==> src/rtl/rf_pkg.sv <==
// rf_pkg: shared widths and writeback request type for the register-file writeback path
package rf_pkg;
  localparam int XLEN = 32;
  localparam int REG_ADR_W = 5;
  localparam int NUM_REGS = 32;
  typedef struct packed {
    logic [REG_ADR_W-1:0] rd;
    logic [XLEN-1:0]      data;
  } wb_req_t;
endpackage

==> src/rtl/rf_wb_fifo.sv <==
// rf_wb_fifo: small circular buffer of ALU writeback requests with every slot visible for hazard checks
module rf_wb_fifo import rf_pkg::*; #(
  parameter int DEPTH = 2,
  localparam int PW = $clog2(DEPTH)
) (
  input  logic                clk,
  input  logic                rst_n,
  input  logic                push,
  input  wb_req_t             push_req,
  input  logic                pop,
  output logic [PW:0]         count,
  output wb_req_t             head,
  output wb_req_t [DEPTH-1:0] entries,
  output logic [DEPTH-1:0]    valid
);
  wb_req_t [DEPTH-1:0] mem;
  logic [PW-1:0] wr_ptr, rd_ptr;
  logic [PW:0] cnt;
  // payload storage needs no reset: occupancy is tracked by cnt alone
  always_ff @(posedge clk)
    if (push) mem[wr_ptr] <= push_req;
  // pointers wrap naturally because DEPTH is a power of two
  always_ff @(posedge clk)
    if (!rst_n) begin
      wr_ptr <= '0;
      rd_ptr <= '0;
      cnt    <= '0;
    end else begin
      wr_ptr <= push ? wr_ptr + PW'(1) : wr_ptr;
      rd_ptr <= pop ? rd_ptr + PW'(1) : rd_ptr;
      cnt    <= cnt + (PW+1)'(push) - (PW+1)'(pop);
    end
  for (genvar i = 0; i < DEPTH; i++) begin : g_valid
    assign valid[i] = {1'b0, PW'(PW'(i) - rd_ptr)} < cnt;
  end
  assign count   = cnt;
  assign head    = mem[rd_ptr];
  assign entries = mem;
endmodule

==> src/rtl/rf_wb_ctrl.sv <==
// rf_wb_ctrl: arbitrates load and buffered ALU writebacks onto one register-file write port and tracks load hazards
module rf_wb_ctrl import rf_pkg::*; #(
  parameter int DEPTH = 2
) (
  input  logic                 clk,
  input  logic                 rst_n,
  input  logic                 alu_valid,
  input  logic [REG_ADR_W-1:0] alu_rd,
  input  logic [XLEN-1:0]      alu_data,
  output logic                 alu_ready,
  input  logic                 ld_valid,
  input  logic [REG_ADR_W-1:0] ld_rd,
  input  logic [XLEN-1:0]      ld_data,
  input  logic                 ld_issue,
  input  logic [REG_ADR_W-1:0] ld_issue_rd,
  input  logic [REG_ADR_W-1:0] chk_rs1,
  input  logic [REG_ADR_W-1:0] chk_rs2,
  input  logic [REG_ADR_W-1:0] chk_rd,
  output logic                 stall,
  output logic [REG_ADR_W-1:0] adr_rd,
  output logic [XLEN-1:0]      din_rd,
  output logic                 regwrite
);
  localparam int CW = $clog2(DEPTH) + 1;
  logic [CW-1:0] count;
  wb_req_t head;
  wb_req_t [DEPTH-1:0] entries;
  logic [DEPTH-1:0] valid;
  logic push, pop, wr_en, fifo_hit;
  logic [REG_ADR_W-1:0] wr_rd;
  logic [XLEN-1:0] wr_data;
  logic [NUM_REGS-1:0] pending, clr_mask, set_mask;
  assign alu_ready = rst_n && (count < CW'(DEPTH));
  assign push      = alu_valid && alu_ready;
  assign pop       = !ld_valid && (count != '0);
  rf_wb_fifo #(.DEPTH(DEPTH)) u_fifo (
    .clk      (clk),
    .rst_n    (rst_n),
    .push     (push),
    .push_req ('{rd: alu_rd, data: alu_data}),
    .pop      (pop),
    .count    (count),
    .head     (head),
    .entries  (entries),
    .valid    (valid)
  );
  // load responses win the port; x0 targets are consumed without a write
  always_comb begin
    wr_rd   = ld_valid ? ld_rd : head.rd;
    wr_data = ld_valid ? ld_data : head.data;
    wr_en   = (ld_valid || pop) && (wr_rd != '0);
  end
  // registered write port; address and data hold when no write is issued
  always_ff @(posedge clk)
    if (!rst_n) begin
      regwrite <= 1'b0;
      adr_rd   <= '0;
      din_rd   <= '0;
    end else begin
      regwrite <= wr_en;
      adr_rd   <= wr_en ? wr_rd : adr_rd;
      din_rd   <= wr_en ? wr_data : din_rd;
    end
  assign clr_mask = {NUM_REGS{ld_valid}} & (NUM_REGS'(1) << ld_rd);
  assign set_mask = {NUM_REGS{ld_issue}} & (NUM_REGS'(1) << ld_issue_rd) & ~NUM_REGS'(1);
  // scoreboard of outstanding loads; a new issue beats a same-register clear
  always_ff @(posedge clk)
    if (!rst_n) pending <= '0;
    else pending <= (pending & ~clr_mask) | set_mask;
  // decode must hold on an outstanding load or a buffered ALU write to any operand or destination
  always_comb begin
    fifo_hit = 1'b0;
    for (int i = 0; i < DEPTH; i++)
      fifo_hit = fifo_hit || (valid[i] && entries[i].rd != '0 &&
                 (entries[i].rd == chk_rs1 || entries[i].rd == chk_rs2 || entries[i].rd == chk_rd));
    stall = pending[chk_rs1] || pending[chk_rs2] || pending[chk_rd] || fifo_hit;
  end
  a_ld_pending: assert property (@(posedge clk) disable iff (!rst_n)
    (ld_valid && ld_rd != '0) |-> pending[ld_rd]);
endmodule

==> config.mk <==
export PLATFORM = sky130hd
export DESIGN_NAME = rf_wb_ctrl
export DESIGN_NICKNAME = d
export VERILOG_FILES = /design/src/rtl/rf_pkg.sv /design/src/rtl/rf_wb_fifo.sv /design/src/rtl/rf_wb_ctrl.sv
export SDC_FILE = /design/constraint.sdc
export NUM_CORES = 1
export LEC_CHECK = 0
export ABC_AREA = 1
export BUFFER_PORTS_ARGS = -buffer_cell sky130_fd_sc_hd__buf_2
export CAP_MARGIN = 20
export CORE_ASPECT_RATIO = 1.1
export CORE_MARGIN = 1.5
export CORE_UTILIZATION = 56
export CTS_CLUSTER_DIAMETER = 60
export DETAILED_ROUTE_END_ITERATION = 16
export PLACE_DENSITY = 0.91
export SLEW_MARGIN = 5
export SYNTH_ARGS = -nofsm -noshare
export SYNTH_HDL_FRONTEND = slang
export SYNTH_HIERARCHICAL = 1
export SYNTH_SLANG_ARGS = --single-unit
==> constraint.sdc <==
create_clock -name clk -period 4 [get_ports clk]
set_clock_uncertainty 0.15 [all_clocks]
set_input_delay 1 -clock clk [delete_from_list [all_inputs] [get_ports clk]]
set_output_delay 1 -clock clk [all_outputs]
set_load 0.1 [all_outputs]
==> results.md, run 1 <==
- Post-Syn Area: 7666 um^2
- Compound-cell area share of the yosys netlist: 0.1030
- CP top delay family: simple AND/OR/NAND/NOR gates
- Initial core utilization: 0.5778
- Data required time of the worst path: 2.85 ns
- Yosys warns: 6
- Net count after synthesis: 1,174
- Critical path's largest stage delay: 0.30 ns
- Post-synthesis xor/xnor area fraction: 0.006855
- Worst path slowest cell: clkinv_1
- HP Class: reg -> reg
- CP max FO: 11
- DP Wirelength: 14,910 um
- # fillers: 1,124
- Die X: 114.6 um
- CTS sink count: 148
- Num CTS Buffers: 17
- Remaining Overflow, GRT: 0
- Storage element area: 3704 um^2
- Total core area: 13,270 um^2
- Setup violators final: 0
- DRT antenna net count: 0
- Max-cap violations: 0
- Pre-antenna DRT Iters: 8
- Number of global-route vias before repair: 7,180
- Post-Synthesis Cells: 1,073
- Mux cell area share after synthesis: 0
- Postcts setup bufs: 0
- Crit path buf inv count: 3
- Final hold vios: 0
- Endpoint type of the worst setup path: primary output
- DR DRC count: 0
- Pwr dens: 598.9 nW/um^2
- Relative slew slack: 0.2432
- Post-Synth Adder-Cell Area: 0.003264
- Post-synthesis sequential area ratio: 0.4831
- Clock buffer depth: 2
- Via count: 7,511
- H-tree depth: 4
- Total track usage: 0.3095
- Gpl congestion: 0.9066
- DR vias/cell: 5.423
- Area growth, synth to finish: 17.71%
- First-pass GRT wire length: 34,630 um
- I/O Pins: 139
- Synthesized flop and latch total: 148
- DR iter-0 viols: 667
- Area of the multi-input gates: 3363 um^2
- Port bufs: 138
- Fin. max-slew vios: 0
- Crit path DAT: 2.42 ns
- Post-synth cell types: 29
- Combinational family with the most area after synthesis: simple AND/OR/NAND/NOR gates
- Largest net degree at the start of global routing: 43
- Fmax: 279.8 MHz
- Most frequent CP cell: nand2_1
- Tightest Pin Transition: 1.131 ns
- Final net count: 1,289
- Post-DR wirelength/cell: 15.73 um
- Root Buffer: clkbuf_16
- Worst-skew pair later-pin latency: 0.43 ns
- Worst setup SP type: input pin
- RSZ-0062 raised after global routing: no
- WS Path Type: in -> out
- CP Cell Sequence: buf_2 > clkinv_1 > nor2_1 > nand2_1 > nand3_1 > nand2_1 > nand2_1 > nand3_1 > nand2_1 > nor2_1 > nand2_1 > buf_12
- DRT Wirelength: 21,780 um
- Die area: 14,400 um^2
- Status: completed
- TritonCTS clock tree: yes
- Tmin final: 3.574 ns
- Mean Syn Cell Area: 7.145 um^2
- Initial antenna violation count: 1
- # diodes: 0
- Clock transition at path regs: 0.06 ns
- Simple-gate share of the synthesized area: 0.3246
- Leak: 0.004265 uW
- Maximum VDD drop: 0.5873 mV
- Die height: 125.7 um
- Num rows: 44
- Fin Hold WS: 0.3156 ns
- Layout cell share with drive strength beyond 1: 0.1590
- Total negative slack: 0 ns
- CTS resizes: 0
- Period utilisation layout: 0.8935
- Hold_buf cts: 0
-- worst register-to-register path, stage by stage (launching register included) --
cell,delay [ns]
dfxtp_1,0.35
buf_4,0.40
nand2_1,0.10
nand2_1,0.09
nand2_1,0.05
o21ai_0,0.12
nor2_1,0.08
nand3_1,0.10
nand2_2,0.06
inv_2,0.48
nor2_1,0.14
nor2_1,0.17
-- synthesized netlist by cell type --
master	instances	share of area
nand2_1	426	0.21
nor2_1	123	0.060
dfxtp_1	74	0.19
edfxtp_1	74	0.29
inv_1	70	0.034
nand3_1	63	0.041
o21ai_0	58	0.038
a21oi_1	46	0.030
o21ai_1	28	0.018
clkbuf_1	26	0.013
buf_2	15	0.0098
o211ai_1	15	0.015
buf_6	7	0.010
buf_1	6	0.0029
nand4_1	6	0.0049
xnor2_1	6	0.0069
clkinv_1	5	0.0024
nor3_1	5	0.0033
nor4_1	5	0.0041
inv_2	4	0.0020
buf_4	2	0.0020
ha_1	2	0.0033
a211oi_1	1	0.00098
and3_1	1	0.00082
buf_8	1	0.0020
inv_4	1	0.00082
nand2_2	1	0.00082
o21ai_2	1	0.0011
or2_1	1	0.00082
-- layout make-up --
type / count / area share
Timing Repair Buffer: 153 / 0.09207
Clock buffer: 20 / 0.04950
Sequential cell: 148 / 0.4104
Inverter: 80 / 0.03356
Tap cell: 184 / 0.02551
Clock inverter: 12 / 0.01622
Multi-Input combinational cell: 788 / 0.3727
-- flip-flops by register name, indices dropped and copies added (netlist names) --
signal	count
u_fifo/entries	74
din_rd	32
regwrite	1
u_fifo/count	2
u_fifo/rd_ptr	1
u_fifo/wr_ptr	1
adr_rd	5
pending	32
-- power breakdown --
part           switching [uW]  internal, uW
Clock                     650           947
Sequential                100          1790
Combinational            1550           375
-- cells by family after synthesis --
family                     Yosys count
xor gates and xnor gates             6
and+or+nand+nor                    631
AOI/OAI and AO/OA                  149
buffers and inverters              137
adders and majority gates            2
DFF                                148
-- final timing paths --
check | startpoint | to | slack (ns) | depth (start not counted)
setup / recovery | chk_rs1[1] | stall | 0.43 | 12
hold / removal | adr_rd[0] | adr_rd[0] | 0.32 | 2
setup reg to reg | u_fifo/rd_ptr | din_rd[0] | 1.63 | 11
hold reg to reg | adr_rd[0] | adr_rd[0] | 0.32 | 2
-- metrics by stage --
stage                 util  power [uW]  setup WS [ns]  instance area [um^2]  instances
floorplan                -        3474        0.05953                  7666       1073
global placement    0.6354        3781         0.4604                  8431       1353
detailed placement  0.6354        3820         0.4592                  8431       1353
CTS                 0.6801        5412         0.4514                  9024       1385
global route        0.6801        5628         0.2414                  9024       1385
finish              0.6801        5404         0.4260                  9024       1385
-- layer usage --
layer	track usage	wire length, um	vias to the layer above
met3	0.07218	1511	85
li1	-	-	3683
met5	0	13	-
met1	0.3533	8364	3402
met4	0.1941	1147	2
met2	0.5206	10750	339
-- cells in the final DEF, fill, tap and decap left out, types with 3 or more instances in the layout --
master      instances
clkbuf_16          17
buf_2             137
xnor2_1             6
o21ai_1            28
nor4_1              5
edfxtp_1           74
nand2_1           426
nor3_1              5
inv_1              70
clkinvlp_4          3
buf_4              14
nand4_1             6
dfxtp_1            74
o21ai_0            58
inv_2               4
inv_6               3
nor2_1            122
clkinv_4            3
a21oi_1            46
o211ai_1           15
clkinv_1            5
nand3_1            63
Note: power is estimated with default switching activity, not from simulation.
==> run 2, diff against run 1 <==
ABC_AREA = not set   (was 1)
ABC_CLOCK_PERIOD_IN_PS = 4000   (was not set)
PLACE_DENSITY = 0.92   (was 0.91)
==> results.md, run 2 <==
- Post-synth cell types: 52
- Post-Synthesis Cells: 604
- Hold_buf cts: 0
- Synthesized flop and latch total: 148
- Die X: 111.1 um
- Setup violators final: 0
- Die height: 121.9 um
- Status: completed
- Mean Syn Cell Area: 11.91 um^2
- Final hold vios: 0
- HP Class: reg -> reg
- RSZ-0062 raised after global routing: no
- Final Cell Area: 8627 um^2
- Die area: 13,540 um^2
- Most frequent cells in the layout: buf_2, nand2_1, edfxtp_1
- I/O Pins: 139
- Num CTS Buffers: 17
- Largest net degree at the start of global routing: 75
- Top cells by count, synth: nand2_1, dfxtp_1, edfxtp_1
- Clk pwr share: 0.309
- Period utilisation layout: 0.9853
- Fmax: 253.7 MHz
- Layout cell share with drive strength beyond 1: 0.3178
- Sw power: 1818 uW
- Total track usage: 0.2689
- Pwr dens: 561.2 nW/um^2
- Final WS setup: 0.05866 ns
- H-tree depth: 4
- Post-place instance area: 8043 um^2
- Postcts setup bufs: 0
- Worst setup SP type: input pin
- TritonCTS clock tree: yes
- Reg power frac: 0.381
- DR vias/cell: 6.115
- Clock transition at path regs: 0.06 ns
- Number of global-route vias before repair: 5,576
- Relative slew slack: 0.3760
- Comb power frac: 0.310
- Data required time of the worst path: 2.85 ns
- First-pass GRT wire length: 28,350 um
- Cell with the most instances after synthesis: nand2_1
- DR DRC count: 0
- Yosys warns: 6
- Area growth, synth to finish: 19.89%
- Remaining Overflow, GRT: 0
- Max reg flops: 74
- Worst-skew pair later-pin latency: 0.41 ns
- Pre-CTS setup slack: -0.06522 ns
- Leak: 0.003658 uW
- Pint: 3024 uW
- Fin. max-slew vios: 0
- Async S/R FF share, synth: 0
- Root Buffer: clkbuf_16
- Post-Syn Area: 7196 um^2
- Maximum VDD drop: 0.4402 mV
- Endpoint type of the worst setup path: primary output
- WS Path Type: in -> out
- Gpl congestion: 0.9277
- Num rows: 43
- # fillers: 882
- Via count: 5,540
- # diodes: 0
- Max-cap violations: 0
- Area of the multi-input gates: 3317 um^2
- Main synth FF type: edfxtp_1
- Top post-synthesis cells by area: edfxtp_1, dfxtp_1, mux2i_1
- Flop2flop setup slack: 1.74 ns
- Total core area: 12,590 um^2
- Most common cell after layout, fill and taps aside: buf_2
- Net count after synthesis: 705
- Top-area cell type share of the netlist area: 0.3088
- Post-DR wirelength/cell: 19.92 um
- DR iter-0 viols: 520
- DRT Wirelength: 18,040 um
- Clock buffer depth: 2
- CTS sink count: 148
- Total negative slack: 0 ns
- Port bufs: 138
- Initial antenna violation count: 0
- Final net count: 837
- Post-synthesis sequential area ratio: 0.5147
- Tightest Pin Transition: 0.9360 ns
- Area leader, netlist: edfxtp_1
- Sw frac: 0.3755
- DP Wirelength: 12,780 um
- CP max FO: 6
- Tmin final: 3.941 ns
- Pre-antenna DRT Iters: 6
- Initial core utilization: 0.5716
- Storage element area: 3705 um^2
- DRT antenna net count: 0
- EDFF count, synth: 74
- Crit path DAT: 2.79 ns
-- run 2: power by group through the flow --
stage | Combinational (uW) | Sequential, uW | Clock, uW
2_1_floorplan | 583 | 2480 | 0
3_3_place_gp | 1450 | 1860 | 0
3_5_place_dp | 1480 | 1870 | 0
4_1_cts | 1500 | 1840 | 1520
5_1_grt | 1570 | 1860 | 1570
6_report | 1500 | 1850 | 1490
-- run 2: through the flow --
step / cells / power [uW] / utilization / hold slack, ns
2_1_floorplan: 604 / 3059 / - / 0.3223
3_3_place_gp: 874 / 3308 / 0.6388 / 0.3262
3_5_place_dp: 874 / 3356 / 0.6388 / 0.3310
4_1_cts: 906 / 4863 / 0.6843 / 0.3458
5_1_grt: 906 / 5007 / 0.6853 / 0.3626
6_report: 906 / 4842 / 0.6853 / 0.3425
-- run 2: timing repair --
item	CTS	global route
gates cloned	0	0
resized for setup	2	4
endpoints found under the setup margin	1	1
-- run 2: final timing paths --
kind	start	end	cells after the start
setup / recovery	chk_rs1[0]	stall	6
hold / removal	din_rd[13]	din_rd[13]	1
setup reg to reg	u_fifo/entries[69]	din_rd[6]	6
hold reg to reg	din_rd[13]	din_rd[13]	1
-- run 2: logic make-up (layout without fill, tap and decap cells) --
family	after synthesis	count (layout)	synth area share
AND/OR/NAND/NOR	152	152	0.09877
flip-flops	148	148	0.5147
AO/OA/AOI/OAI	124	124	0.1322
multiplexers	102	102	0.1822
buffers and inverters	44	189	0.02782
XOR/XNOR	32	32	0.04086
adder cells (fa/ha/maj)	2	2	0.003477
-- run 2: critical path, cell delays in order --
cell	delay [ns]
clkbuf_4	0.17
mux4_1	0.57
mux4_2	0.48
a211oi_2	0.26
nand3_2	0.10
buf_6	0.20
-- run 2: final cells by class --
class                   count  share of cell area
repair buffers            150             0.09471
inverters                   7            0.003046
flip-flops and latches    148              0.4294
well taps                 157             0.02277
clock buffers              21             0.05468
multi-input cells         412              0.3845
clock inverters            11             0.01088
-- run 2: routing by layer --
layer,up-vias,share of wire,track usage
met2,284,0.50,0.4560
met4,0,0.025,0.1131
met3,51,0.081,0.07065
met5,-,0,0
met1,2687,0.40,0.3291
li1,2518,-,-
